--- config.mk ---
export PLATFORM = sky130hd
export DESIGN_NAME = ex_muldiv_unit
export DESIGN_NICKNAME = d
export VERILOG_FILES = /design/src/rtl/ex_muldiv_unit.sv
export SDC_FILE = /design/constraint.sdc
export NUM_CORES = 1
export LEC_CHECK = 0
export CAP_MARGIN = 10
export CORE_MARGIN = 2
export CORE_UTILIZATION = 55
export DETAILED_ROUTE_END_ITERATION = 10
export DONT_BUFFER_PORTS = 1
export PLACE_DENSITY = 0.81
export SYNTH_ARGS = -nofsm -noshare
export SYNTH_HDL_FRONTEND = slang
export SYNTH_SLANG_ARGS = --single-unit
--- constraint.sdc ---
create_clock -name i_clk -period 3.7 [get_ports i_clk]
set_input_delay 0.37 -clock i_clk [delete_from_list [all_inputs] [get_ports i_clk]]
set_output_delay 0.37 -clock i_clk [all_outputs]
set_load 0.05 [all_outputs]
--- src/rtl/ex_muldiv_unit.sv ---
// Iterative MULT/MULTU/DIV/DIVU unit owning the HI/LO registers, plus MTHI/MTLO/MFHI/MFLO.
// Optional macro MULDIV_EARLY_TERM_EN: multiplies exit once the remaining multiplier bits are zero.

module ex_muldiv_unit #(
   parameter int unsigned DATA_SIZE = 32,
   parameter int unsigned OP_SIZE   = 3,
   parameter int unsigned CNT_SIZE  = 6
) (
   input  logic                 i_clk,
   input  logic                 i_rst_n,
   input  logic                 i_valid,
   input  logic [OP_SIZE-1:0]   i_op,
   input  logic [DATA_SIZE-1:0] i_data_a,
   input  logic [DATA_SIZE-1:0] i_data_b,
   input  logic                 i_flush,
   output logic                 o_busy,
   output logic                 o_done,
   output logic [DATA_SIZE-1:0] o_result,
   output logic [DATA_SIZE-1:0] o_hi,
   output logic [DATA_SIZE-1:0] o_lo,
   output logic                 o_div_zero
);

   localparam int unsigned W     = DATA_SIZE;
   localparam int unsigned ACC_W = 2 * DATA_SIZE;

   localparam logic [OP_SIZE-1:0] OP_MULT  = OP_SIZE'(0);
   localparam logic [OP_SIZE-1:0] OP_MULTU = OP_SIZE'(1);
   localparam logic [OP_SIZE-1:0] OP_DIV   = OP_SIZE'(2);
   localparam logic [OP_SIZE-1:0] OP_DIVU  = OP_SIZE'(3);
   localparam logic [OP_SIZE-1:0] OP_MTHI  = OP_SIZE'(4);
   localparam logic [OP_SIZE-1:0] OP_MTLO  = OP_SIZE'(5);
   localparam logic [OP_SIZE-1:0] OP_MFHI  = OP_SIZE'(6);
   localparam logic [OP_SIZE-1:0] OP_MFLO  = OP_SIZE'(7);

   typedef enum logic [1:0] {
      ST_IDLE = 2'd0,
      ST_MUL  = 2'd1,
      ST_DIV  = 2'd2,
      ST_FIX  = 2'd3
   } state_e;

   state_e              state_q;
   logic [CNT_SIZE-1:0] cnt_q;
   logic [ACC_W-1:0]    acc_q;
   logic [W-1:0]        opb_q;
   logic                neg_q;
   logic                rneg_q;
   logic                is_div_q;
   logic [W-1:0]        hi_q;
   logic [W-1:0]        lo_q;
   logic                busy_q;
   logic                done_q;
   logic                dz_q;

   logic                op_signed;
   logic [W-1:0]        a_mag;
   logic [W-1:0]        b_mag;
   logic [W-1:0]        mul_addend;
   logic [W:0]          mul_sum;
   logic [ACC_W-1:0]    mul_next;
   logic [W:0]          div_sh;
   logic                div_ok;
   logic [W-1:0]        div_rem;
   logic [ACC_W-1:0]    div_next;
   logic [CNT_SIZE-1:0] cnt_dec;
   logic                mul_last;
   logic [ACC_W-1:0]    prod;
   logic [ACC_W-1:0]    mul_res;
   logic [W-1:0]        q_res;
   logic [W-1:0]        r_res;

   function automatic logic [DATA_SIZE-1:0] abs_f(input logic [DATA_SIZE-1:0] x);
      return x[DATA_SIZE-1] ? -x : x;
   endfunction

   // Operand conditioning and one iteration of the shift-add / restoring-divide datapath.
   // acc_q holds {partial product, multiplier} for MUL and {remainder, dividend/quotient} for DIV.
   always_comb begin
      op_signed  = (i_op == OP_MULT) || (i_op == OP_DIV);
      a_mag      = op_signed ? abs_f(i_data_a) : i_data_a;
      b_mag      = op_signed ? abs_f(i_data_b) : i_data_b;

      mul_addend = acc_q[0] ? opb_q : '0;
      mul_sum    = {1'b0, acc_q[ACC_W-1:W]} + {1'b0, mul_addend};
      mul_next   = {mul_sum, acc_q[W-1:1]};

      div_sh     = {acc_q[ACC_W-1:W], acc_q[W-1]};
      div_ok     = (div_sh >= {1'b0, opb_q});
      div_rem    = div_ok ? W'(div_sh - {1'b0, opb_q}) : div_sh[W-1:0];
      div_next   = {div_rem, acc_q[W-2:0], div_ok};

      cnt_dec    = cnt_q - CNT_SIZE'(1);
`ifdef MULDIV_EARLY_TERM_EN
      // Low cnt_dec bits of the next accumulator are the multiplier bits not yet consumed.
      mul_last   = (cnt_q == CNT_SIZE'(1)) ||
                   ((mul_next[W-1:0] << (CNT_SIZE'(W) - cnt_dec)) == '0);
      prod       = acc_q >> cnt_q;
`else
      mul_last   = (cnt_q == CNT_SIZE'(1));
      prod       = acc_q;
`endif
      mul_res    = neg_q ? -prod : prod;
      q_res      = neg_q ? -acc_q[W-1:0] : acc_q[W-1:0];
      r_res      = rneg_q ? -acc_q[ACC_W-1:W] : acc_q[ACC_W-1:W];
   end

   // Control FSM, iteration registers and HI/LO.
   always_ff @(posedge i_clk or negedge i_rst_n) begin
      if (!i_rst_n) begin
         state_q  <= ST_IDLE;
         cnt_q    <= '0;
         acc_q    <= '0;
         opb_q    <= '0;
         neg_q    <= 1'b0;
         rneg_q   <= 1'b0;
         is_div_q <= 1'b0;
         hi_q     <= '0;
         lo_q     <= '0;
         busy_q   <= 1'b0;
         done_q   <= 1'b0;
         dz_q     <= 1'b0;
      end else begin
         done_q <= 1'b0;
         case (state_q)
            ST_IDLE: begin
               if (i_valid && !i_flush) begin
                  case (i_op)
                     OP_MULT, OP_MULTU: begin
                        opb_q    <= a_mag;
                        acc_q    <= {{W{1'b0}}, b_mag};
                        neg_q    <= op_signed & (i_data_a[W-1] ^ i_data_b[W-1]);
                        rneg_q   <= 1'b0;
                        is_div_q <= 1'b0;
                        cnt_q    <= CNT_SIZE'(W);
                        busy_q   <= 1'b1;
                        state_q  <= ST_MUL;
                     end
                     OP_DIV, OP_DIVU: begin
                        opb_q    <= b_mag;
                        acc_q    <= {{W{1'b0}}, a_mag};
                        neg_q    <= op_signed & (i_data_a[W-1] ^ i_data_b[W-1]);
                        rneg_q   <= op_signed & i_data_a[W-1];
                        is_div_q <= 1'b1;
                        cnt_q    <= CNT_SIZE'(W);
                        busy_q   <= 1'b1;
                        state_q  <= ST_DIV;
                        if (i_data_b == '0) begin
                           dz_q <= 1'b1;
                        end
                     end
                     OP_MTHI: hi_q <= i_data_a;
                     OP_MTLO: lo_q <= i_data_a;
                     default: ;
                  endcase
               end
            end
            ST_MUL: begin
               if (i_flush) begin
                  busy_q  <= 1'b0;
                  state_q <= ST_IDLE;
               end else begin
                  acc_q <= mul_next;
                  cnt_q <= cnt_dec;
                  if (mul_last) begin
                     state_q <= ST_FIX;
                  end
               end
            end
            ST_DIV: begin
               if (i_flush) begin
                  busy_q  <= 1'b0;
                  state_q <= ST_IDLE;
               end else begin
                  acc_q <= div_next;
                  cnt_q <= cnt_dec;
                  if (cnt_q == CNT_SIZE'(1)) begin
                     state_q <= ST_FIX;
                  end
               end
            end
            ST_FIX: begin
               // A squash arriving together with the commit wins: HI/LO stay untouched.
               if (!i_flush) begin
                  if (is_div_q) begin
                     hi_q <= r_res;
                     lo_q <= q_res;
                  end else begin
                     hi_q <= mul_res[ACC_W-1:W];
                     lo_q <= mul_res[W-1:0];
                  end
                  done_q <= 1'b1;
               end
               busy_q  <= 1'b0;
               state_q <= ST_IDLE;
            end
            default: begin
               busy_q  <= 1'b0;
               state_q <= ST_IDLE;
            end
         endcase
      end
   end

   // Move-from read port reflects the latest committed HI/LO.
   always_comb begin
      o_result = '0;
      if (i_op == OP_MFHI) begin
         o_result = hi_q;
      end else if (i_op == OP_MFLO) begin
         o_result = lo_q;
      end
   end

   assign o_busy     = busy_q;
   assign o_done     = done_q;
   assign o_hi       = hi_q;
   assign o_lo       = lo_q;
   assign o_div_zero = dz_q;

endmodule

After elaboration in Yosys (flattened, before gate mapping). Index checks and enable logic that the tools add are counted.

Input bits: 71. Flip-flop bits (word level): 174. Logic and storage cells: 113. Output and inout port bits: 99.

Bitwise operators: 3. Reduce and logical (&&, ||, !) cells: 23. Add/subtract/negate cells: 8. Equality and inequality tests: 22. Multiplexer cells: 44. $lt $le $gt $ge: 1.

Operators by type and width (number): $mux W32 (18); $mux W64 (4); $pmux W32 S2 (3); $pmux W64 S3 (1); $neg A32 Y32 (4); $pmux W64 S2 (1); $neg A64 Y64 (1); $add A32 B32 Y33 (1); $ge A33 B32 Y1 (1); $logic_not A32 Y1 (1); $sub A32 B32 Y32 (1); $mux W6 (3); $reduce_and A4 Y1 (4); $eq A3 B3 Y1 const B (4); $ne A2 B2 Y1 const B (6); $pmux W6 S2 (1); $reduce_and A3 Y1 (4); $eq A3 B2 Y1 const B (2); $eq A6 B1 Y1 const B (1); $mux W2 (3); $ne A2 B1 Y1 const B (3); $ne A3 B1 Y1 const B (2); $pmux W2 S3 (1); $reduce_bool A2 Y1 (3); other kinds (19) (28).

Depth between registers and ports, before layout. Gate-level depths: netlist of the first run.

Word-level depth: 6. Mapped depth: 15. Gate-level depth less buffers: 13.

Worst setup path before layout of the first run. No wires, ideal clock.

Path type: reg-to-reg. From: register acc_q[0]. To: register acc_q[55]. Buffers on the path: 3. Clock period less this slack: 3166 ps. Library setup time: 137 ps. Data arrival time: 3029 ps. Slack: 534 ps. Stages on the path, launching flop included: 16. Data required time: 3563 ps. Path through: dfrtp_1 > clkbuf_1 > inv_1 > clkbuf_1 > nor2_1 > ha_1 > clkbuf_1 > a21oi_1 > o211ai_1 > o21ai_0 > nand2_1 > a21bo_2 > or4b_1 > a31oi_1 > xor2_1 > o211ai_1.

Cells in the longest elaborated chain, start to end: 4.

RTL lines: start: declaration (RTL line 45) `logic [ACC_W-1:0] acc_q;`; start signal: assignment (RTL line 131) `acc_q <= {{W{1'b0}}, b_mag};`; start signal: assignment (RTL line 141) `acc_q <= {{W{1'b0}}, a_mag};`; start signal: assignment (RTL line 163) `acc_q <= mul_next;`; $mux W32 (RTL line 84) `mul_addend = acc_q[0] ? opb_q : '0;`; $add A32 B32 Y33 (RTL line 85) `mul_sum = {1'b0, acc_q[ACC_W-1:W]} + {1'b0, mul_addend};`; $mux W64 (RTL line 159) `if (i_flush) begin`; $pmux W64 S3 (RTL line 125) `case (state_q)`.

Every way passes these cells. The select of a mux whose other input is x is not followed. A chain may end at the register's enable or synchronous reset.

Worst setup path in the final report of the first run.
From: register acc_q[0]. To: register acc_q[60].

Same word-level chain as after synthesis.

==> results of run 1 <==
-- metal layers --
| layer | vias up | wire (um) | part of all wire [%] |
|---|---|---|---|
| li1 | 7189 | - | - |
| met1 | 7492 | 22400 | 40 |
| met2 | 1101 | 23500 | 42 |
| met3 | 145 | 7170 | 13 |
| met4 | 0 | 2460 | 4.4 |
| met5 | - | 0 | 0 |
-- cell families (layout without fill, tap and decap cells) --
group	after synthesis	count (layout)	synth area share, %
XOR/XNOR	177	177	9.87
buffers and inverters	205	151	5.33
AO/OA/AOI/OAI	721	721	29.2
multiplexers	36	36	2.37
flip-flops	174	174	27.7
adder cells (fa/ha/maj)	76	76	6.15
AND/OR/NAND/NOR	639	639	19.3
-- layout make-up --
class	count	area share (%)
Tap cell	378	2.84
Clock inverter	14	1.02
Sequential cell	174	26.2
Multi-Input combinational cell	1649	63.4
Timing Repair Buffer	52	2.44
Inverter	67	1.51
Clock buffer	18	2.58
-- worst paths after layout --
path,start,to,slack (ns),cells past startpoint
min in group i_clk,i_flush,o_busy,0.02,1
worst max-delay path,acc_q[0],acc_q[60],0.23,13
max in group asynchronous,i_rst_n,opb_q[22],3.84,0
worst min register to register,opb_q[31],opb_q[31],0.49,2
worst max register to register,acc_q[0],acc_q[60],0.23,13
worst min-delay path,i_rst_n,acc_q[62],-0.40,0
-- per-stage QoR --
stage	hold slack (ns)	cells	utilization, %	worst slack (ns)
after detailed placement	0.0781	2319	57.3	0.312
after global placement	0.0783	2319	57.3	0.338
final	-0.400	2352	59.5	0.230
after global routing	-0.406	2352	59.5	0.0419
after floorplan	0.0744	2028	-	0.534
after CTS	-0.397	2352	59.5	0.280
-- critical path: stages (launching register included) --
cell and delay (ns):
dfrtp_1 0.38, buf_4 0.17, nand2_1 0.12, inv_1 0.07, ha_1 0.29, a211oi_1 0.35
o21ai_0 0.21, o21ai_0 0.45, a211o_1 0.32, a211o_1 0.28, nor3_1 0.11, nor3_1 0.20
xor2_1 0.24, o221ai_1 0.15
-- flip-flops by register name, summed over array words and instances, names as in the netlist --
name and count:
neg_q 1, o_busy 1, state_q 2, o_lo 32
cnt_q 6, opb_q 32, o_done 1, o_hi 32
acc_q 64, rneg_q 1, is_div_q 1, o_div_zero 1
-- cell usage in the layout (no fill, tap or decap), drive strengths merged, types with 10 or more instances in the layout --
| master | instances |
|---|---|
| nand4 | 14 |
| nand3 | 37 |
| and2 | 14 |
| nand2b | 14 |
| o31ai | 21 |
| inv | 73 |
| a21o | 64 |
| or3 | 16 |
| or4 | 14 |
| clkbuf | 18 |
| a211oi | 36 |
| nor2 | 167 |
| xor2 | 93 |
| a22oi | 43 |
| and3 | 19 |
| nor4 | 18 |
| nand2 | 243 |
| a22o | 42 |
| mux2 | 10 |
| a31oi | 13 |
| buf | 51 |
| ha | 74 |
| o211ai | 15 |
| mux2i | 26 |
| nor2b | 20 |
| a21oi | 164 |
| nor3 | 34 |
| xnor2 | 84 |
| dfrtp | 174 |
| o21ai | 238 |
-- what timing repair did --
action | in CTS | in global routing
setup endpoints to repair | 0 | 2
hold endpoints to repair | 175 | 174
gates resized for setup | 0 | 1
-- power breakdown --
part           internal [mW]  total [mW]  switching (mW)
clock network          0.918        1.90           0.978
registers               2.68        4.89            2.21
logic                   3.38        9.30            5.92
==> metrics list, run 1 <==
- Total congestion overflow after global routing: 0
- The total count of hold-check failures in the final report came to 174.
* Flip-flop and latch count after synthesis: 174
- CTS placed an instance of clkbuf_16 at the clock tree root.
- Total CTS buffers: 17
* Via Count: 15.9k
- Number of antenna violations at the first check in global routing: 0
- Row Count: 61
- Launching element type of the critical path: register
- Final Routed Wirelength: 55,500 um
- After detailed routing, the number of vias per cell comes to 6.77.
- VDD sags by at most 0.486 mV.
- The number of nets in the synthesized netlist is 2,175.
- Clock-pin slew was measured on the worst setup and hold paths at 0.08 ns.
- In this run the standard cell core region covers 27,900 um2.
- Met3 global-route usage: 9.50%
* Met1 Track Usage GR: 49.8%
* Min cycle time layout: 3.47 ns
- DP Area: 16,000 um2
- Cell type with the highest aggregate area in the netlist: dfrtp_1
- Routed length per placed instance: 23.6 um
- Most frequent cells after synthesis: nand2_1 (243), o21ai_0 (232), dfrtp_1 (174)
- Post-synth top area share: 27.7%
- The repair_antennas step left the layout with diodes totalling 0.
* TNS Setup: 0 ns
- Final std cell area, no fill: 16,600 um2
* Relative area change from synthesis to final layout: 5.89%
* Mapped Cells: 2,028
- Failing checks: negative hold slack
- The die is 173 um tall.
* Part of the Yosys area used for sequential elements: 27.7%
* Peak fanout along the critical path: 9
- Ratio of final minimum period to clock period: 93.8%
- Hold/Removal Path Class: in -> async
- Ranked by total cell area, the synthesized netlist is headed by dfrtp_1 (28%), o21ai_0 (7.4%), ha_1 (5.9%), nand2_1 (5.8%), a21oi_1 (5.2%).
* Detailed placer's ending HPWL: 42,300 um
* First-pass GRT wire length: 85,500 um
* Largest net degree at the start of global routing: 175
- Synth warn: 0
- Setup violations remaining at the end of the flow were counted as 0.
* RePlAce Congestion: 1.00
* H-tree levels: 4
* Most used flip-flop cell after synthesis: dfrtp_1
- Power spread over the standard cell area amounts to 967 nW/um2.
* Synthesized area per cell: 7.74 um2
- Lkg Pwr: 7.46 nW
* Initial cell density of the core: 56.2%
- Setup CP Type: reg -> reg
* Filler Cells Inserted: 2,506
- The design draws 16.1 mW.
- Worst hold slack after final layout: -0.400 ns
* Total count of max-transition violations in the final report: 0
- Once detail routing completed, the nets flagged for antenna violations numbered 0.
- Drt drc: 0
- Number of buffers inserted for hold repair after clock tree synthesis: 1
- During placement, the flow inserted port buffers numbering 0.
* Detailed router's first-iteration violation count: 2,253
- The flow ran to the end, but the final reports show violations.
- Summing all flip-flop and latch instances after layout gives 4350 um2.
- First-pass DRT Iterations: 6
- At the worst endpoint, the required time is 4.02 ns.
* Share of layout cells above drive strength 1: 6.43%
- Arrival time at the worst endpoint: 3.79 ns
* Tightest Pin Transition: 1.20 ns
* CTS tree: yes
* Multi-input gate area in the final layout: 10,500 um2
* Unrepaired setup endpoints after global routing: false
- Busiest grt layer: met2
* Distinct cell type count of the synthesized netlist: 89
- Top-level I/O count: 170
- Measured against its own limit, the worst slew margin works out to 20.2%.
- Global Route met2 Usage: 54.3%
- Post-CTS setup-driven buffer insertion count: 0
- Based on the critical path, the design can be clocked at up to 0.288 GHz.
- Clock tree sinks: 174
- Across the run, the number of max-cap violations was 0.
- Yosys mapped a number of flops with a built-in enable equal to 0.
* Post-layout net count: 2,108
* Most frequent cell after synthesis: nand2_1
- The floorplan step defined a die boundary enclosing 29,900 um2.
- The via count of the first global-routing pass is 14.6k.
* Total standard cell area after synthesis: 15,700 um2
- GR Util All Layers: 36.3%
- The clock passes through at most 2 buffers.
- Die X-Extent: 173 um
- Across the routed clock network, the largest skew measured is 0.0212 ns.
* Asr flop ratio synth: 100%
- Setup crit end kind: register
- The later pin in the worst-skew pair is clocked with a latency of 0.46 ns.
No activity file was read; power rests on OpenSTA's default activity.
==> run 2: changes to the inputs <==
--- a/config.mk
+++ b/config.mk
@@ -8,6 +8,7 @@
 export CAP_MARGIN = 10
 export CORE_MARGIN = 2
 export CORE_UTILIZATION = 55
+export CTS_BUF_LIST = sky130_fd_sc_hd__clkbuf_8
 export DETAILED_ROUTE_END_ITERATION = 10
 export DONT_BUFFER_PORTS = 1
 export PLACE_DENSITY = 0.81
==> constraint.sdc (replaced) <==
create_clock -name i_clk -period 3.83 [get_ports i_clk]
set_input_delay 0.383 -clock i_clk [delete_from_list [all_inputs] [get_ports i_clk]]
set_output_delay 0.383 -clock i_clk [all_outputs]
set_load 0.05 [all_outputs]
==> run 2 against run 1 <==
The run still ends with negative hold slack left. Maximum frequency decreased by 3.4%. First-iteration DRC count decreased by 8.8%. Sequential power decreased by 4%. Combinational power decreased by 3.9%. Flip-flop and latch count unchanged. Register-to-register slack about the same. Clock skew increased by 0.011 ns. Non-clock buffer count decreased by 5. Wire length decreased by 1.6%. Final cell count decreased by 0.21%. Via count decreased by 0.59%. Total power decreased by 6.3%. Critical path type unchanged. Largest cell class unchanged. Highest routed layer unchanged.
==> metrics list, run 2 (same netlist as run 1, synthesis figures left out) <==
- Clock tree sinks: 174 (unchanged)
* Clk buf depth: 2 (unchanged)
- TNS Setup: 0 ns (unchanged)
* Largest net degree at the start of global routing: 175 (unchanged)
- The final standard cell utilization of the core was 58.8% (-0.77 points).
- Clock power share: 9.4% (-2.4 points)
- Via Count: 15.8k (-0.59%)
* Final std cell area, no fill: 16,400 um2 (-1.3%)
- Register with the highest flop count: acc_q
- The number of placed I/O pins came to 170 (unchanged).
- Via count of the first global-routing pass: 14.6k (-0.12%)
- Latest clock arrival within the worst-skew pair: 0.50 ns (+0.04 ns)
- Peak fanout along the critical path: 15 (+6)
- Initial cell density of the core: 56.2% (unchanged)
* CTS tree: yes
- The flip-flop count of the largest register after layout was 64 (unchanged).
- Via density: 6.75 (-0.38%)
* H-tree levels: 4 (unchanged)
- Failing checks: negative hold slack
* Count of nets left with antenna violations after detail routing: 0 (unchanged)
* Die X-Extent: 173 um (unchanged)
- The top cell types in the final layout, fill and taps aside, are nand2_1 (241), o21ai_0 (232), dfrtp_1 (174), nor2_1 (165), a21oi_1 (163).
* GR Util All Layers: 35.6% (-0.64 points)
- Number of antenna violations at the first check in global routing: 0 (unchanged)
- Total CTS buffers: 17 (unchanged)
- Switching power summed over all nets: 8.71 mW (-4.3%)
- The number of placement rows came to 61 (unchanged).
- DP Area: 16,000 um2 (-0.23%)
* Clock skew: 0.0324 ns (+0.0112 ns)
- The run finished, with violations left.
* Core area: 27,900 um2 (unchanged)
- The final net count came to 2,103 (-0.24%).
- Area of the die: 29,900 um2 (unchanged)
- The layout cell share with drive strength beyond 1 was 6.25% (-0.19 points).
- Launching element type of the critical path: register
- Vertical extent of the die: 173 um (unchanged)
* Final hold violation count: 174 (unchanged)
* Total congestion overflow after global routing: 0 (unchanged)
* Root Buffer Master: clkbuf_8
- The leakage power of the design is 7.35 nW (-1.5%).
* Most frequent standard cell in the layout excluding fill and tap cells: nand2_1
* First-pass DRT Iterations: 8 (+2)
- Unrepaired setup endpoints after global routing: false
- The final antenna diode count came to 0 (unchanged).
* Post-CTS setup-driven buffer insertion count: 0 (unchanged)
- The maximum operating frequency is 0.278 GHz (-3.4%).
* Peak VDD IR: 0.662 mV (+36%)
* Arrival time at the worst endpoint: 3.94 ns (+0.15 ns)
- Ratio of final minimum period to clock period: 93.8% (about the same)
- The area growth from synthesis to layout is 4.52%.
- Detailed placer's ending HPWL: 41,600 um (-1.7%)
- Min cycle time layout: 3.59 ns (+0.124 ns)
- Worst slew margin: 22.0% (+1.8 points)
- Number of buffers inserted for hold repair after clock tree synthesis: 1 (unchanged)
- The count of buffers from port buffering came to 0 (unchanged).
- The routed length per instance is 23.3 um (-1.4%).
- The sequential power share is 31.3% (+0.9 points).
* Worst path required time: 4.18 ns (+0.16 ns)
- The worst setup path is captured at a register.
- Detailed router's first-iteration violation count: 2,054 (-8.8%)
* RePlAce Congestion: 0.990 (-1.1%)
- Setup CP Type: reg -> reg
- First-pass GRT wire length: 84,400 um (-1.3%)
* Clock-pin slew reported for the worst setup and hold paths after clock tree synthesis: 0.12 ns (+0.04 ns)
- Final Routed Wirelength: 54,600 um (-1.6%)
- The slew at the pin with the worst max-slew slack is 1.17 ns (-0.0272 ns).
- Hold/Removal Path Class: in -> async
- Power density normalized to cell area: 918 nW/um2 (-5.1%)
- The total internal power is 6.35 mW (-9.0%).
* Drt drc: 0 (unchanged)
- Total count of max-transition violations in the final report: 0 (unchanged)
- The worst hold-check slack is -0.435 ns (-0.0348 ns).
* Switching share of power: 57.8% (+1.2 points)
- Part of the total power dissipated in combinational logic: 59.3% (+1.5 points)
- Final setup violating endpoints: 0 (unchanged)
- The number of max-cap violations is 0 (unchanged).
==> run 2: cell count changes in the layout (fill, tap and decap cells not counted), moves of 2 or more <==
cell,change
clkinv_8,+2
inv_8,-2
inv_6,+2
clkbuf_16,-17
clkbuf_8,+18
clkinv_4,-2
buf_4,-5
==> run 2: through the flow <==
step | worst slack (ns) | total power, mW | instances | hold slack, ns
after detailed placement | 0.360 | 13.3 | 2314 | 0.0911
after global placement | 0.433 | 13.2 | 2314 | 0.0910
after CTS | 0.329 | 14.7 | 2347 | -0.442
final | 0.236 | 15.1 | 2347 | -0.435
after floorplan | 0.664 | 11.0 | 2028 | 0.0874
after global routing | 0.0342 | 16.0 | 2347 | -0.451
==> run 2: power groups by stage <==
stage | clock, mW | sequential [mW] | combinational (mW)
global route | 1.48 | 4.79 | 9.71
floorplan | 0 | 4.27 | 6.69
CTS | 1.40 | 4.66 | 8.68
detailed placement | 0 | 4.71 | 8.62
finish | 1.41 | 4.71 | 8.94
global placement | 0 | 4.66 | 8.49
==> run 2: per-layer routing <==
| layer | global-route usage, % | wire length, um | part of all wire [%] | vias up |
|---|---|---|---|---|
| li1 | - | - | - | 7164 |
| met1 | 48.7 | 22100 | 40 | 7466 |
| met2 | 53.4 | 23300 | 43 | 1051 |
| met3 | 8.60 | 6730 | 12 | 152 |
| met4 | 16.0 | 2490 | 4.6 | 0 |
| met5 | 0 | 0 | 0 | - |
==> run 2: path summary, 6_finish.rpt <==
| check | slack, ns | to | cells after the start | startpoint |
|---|---|---|---|---|
| setup / recovery | 0.24 | acc_q[56] | 11 | acc_q[0] |
| hold / removal | -0.43 | o_hi[25] | 0 | i_rst_n |
| setup reg to reg | 0.24 | acc_q[56] | 11 | acc_q[0] |
| hold reg to reg | 0.50 | opb_q[2] | 2 | opb_q[2] |
| max in group asynchronous | 4.03 | acc_q[10] | 0 | i_rst_n |
| min in group i_clk | 0.07 | neg_q | 3 | i_data_a[31] |
==> run 2: critical path, cell delays in order (launching register included) <==
cell	delay, ns
dfrtp_1	0.39
inv_1	0.46
nor2_1	0.12
ha_1	0.42
o211ai_1	0.13
o21ai_0	0.32
o21ai_0	0.32
a211o_1	0.41
a211o_1	0.34
o21ai_0	0.24
xnor2_1	0.16
o221ai_1	0.15
==> run 2: what timing repair did <==
action	CTS	global route
endpoints found under the setup margin	0	1
hold endpoints to repair	176	174
gates resized for setup	0	1
==> run 2: final cells by class <==
cell class	instances	area, um2
clock buffers	18	248
clock inverters	14	171
fillers	2598	11500
inverters	67	251
multi-input cells	1649	10600
flip-flops and latches	174	4350
well taps	378	473
repair buffers	47	368
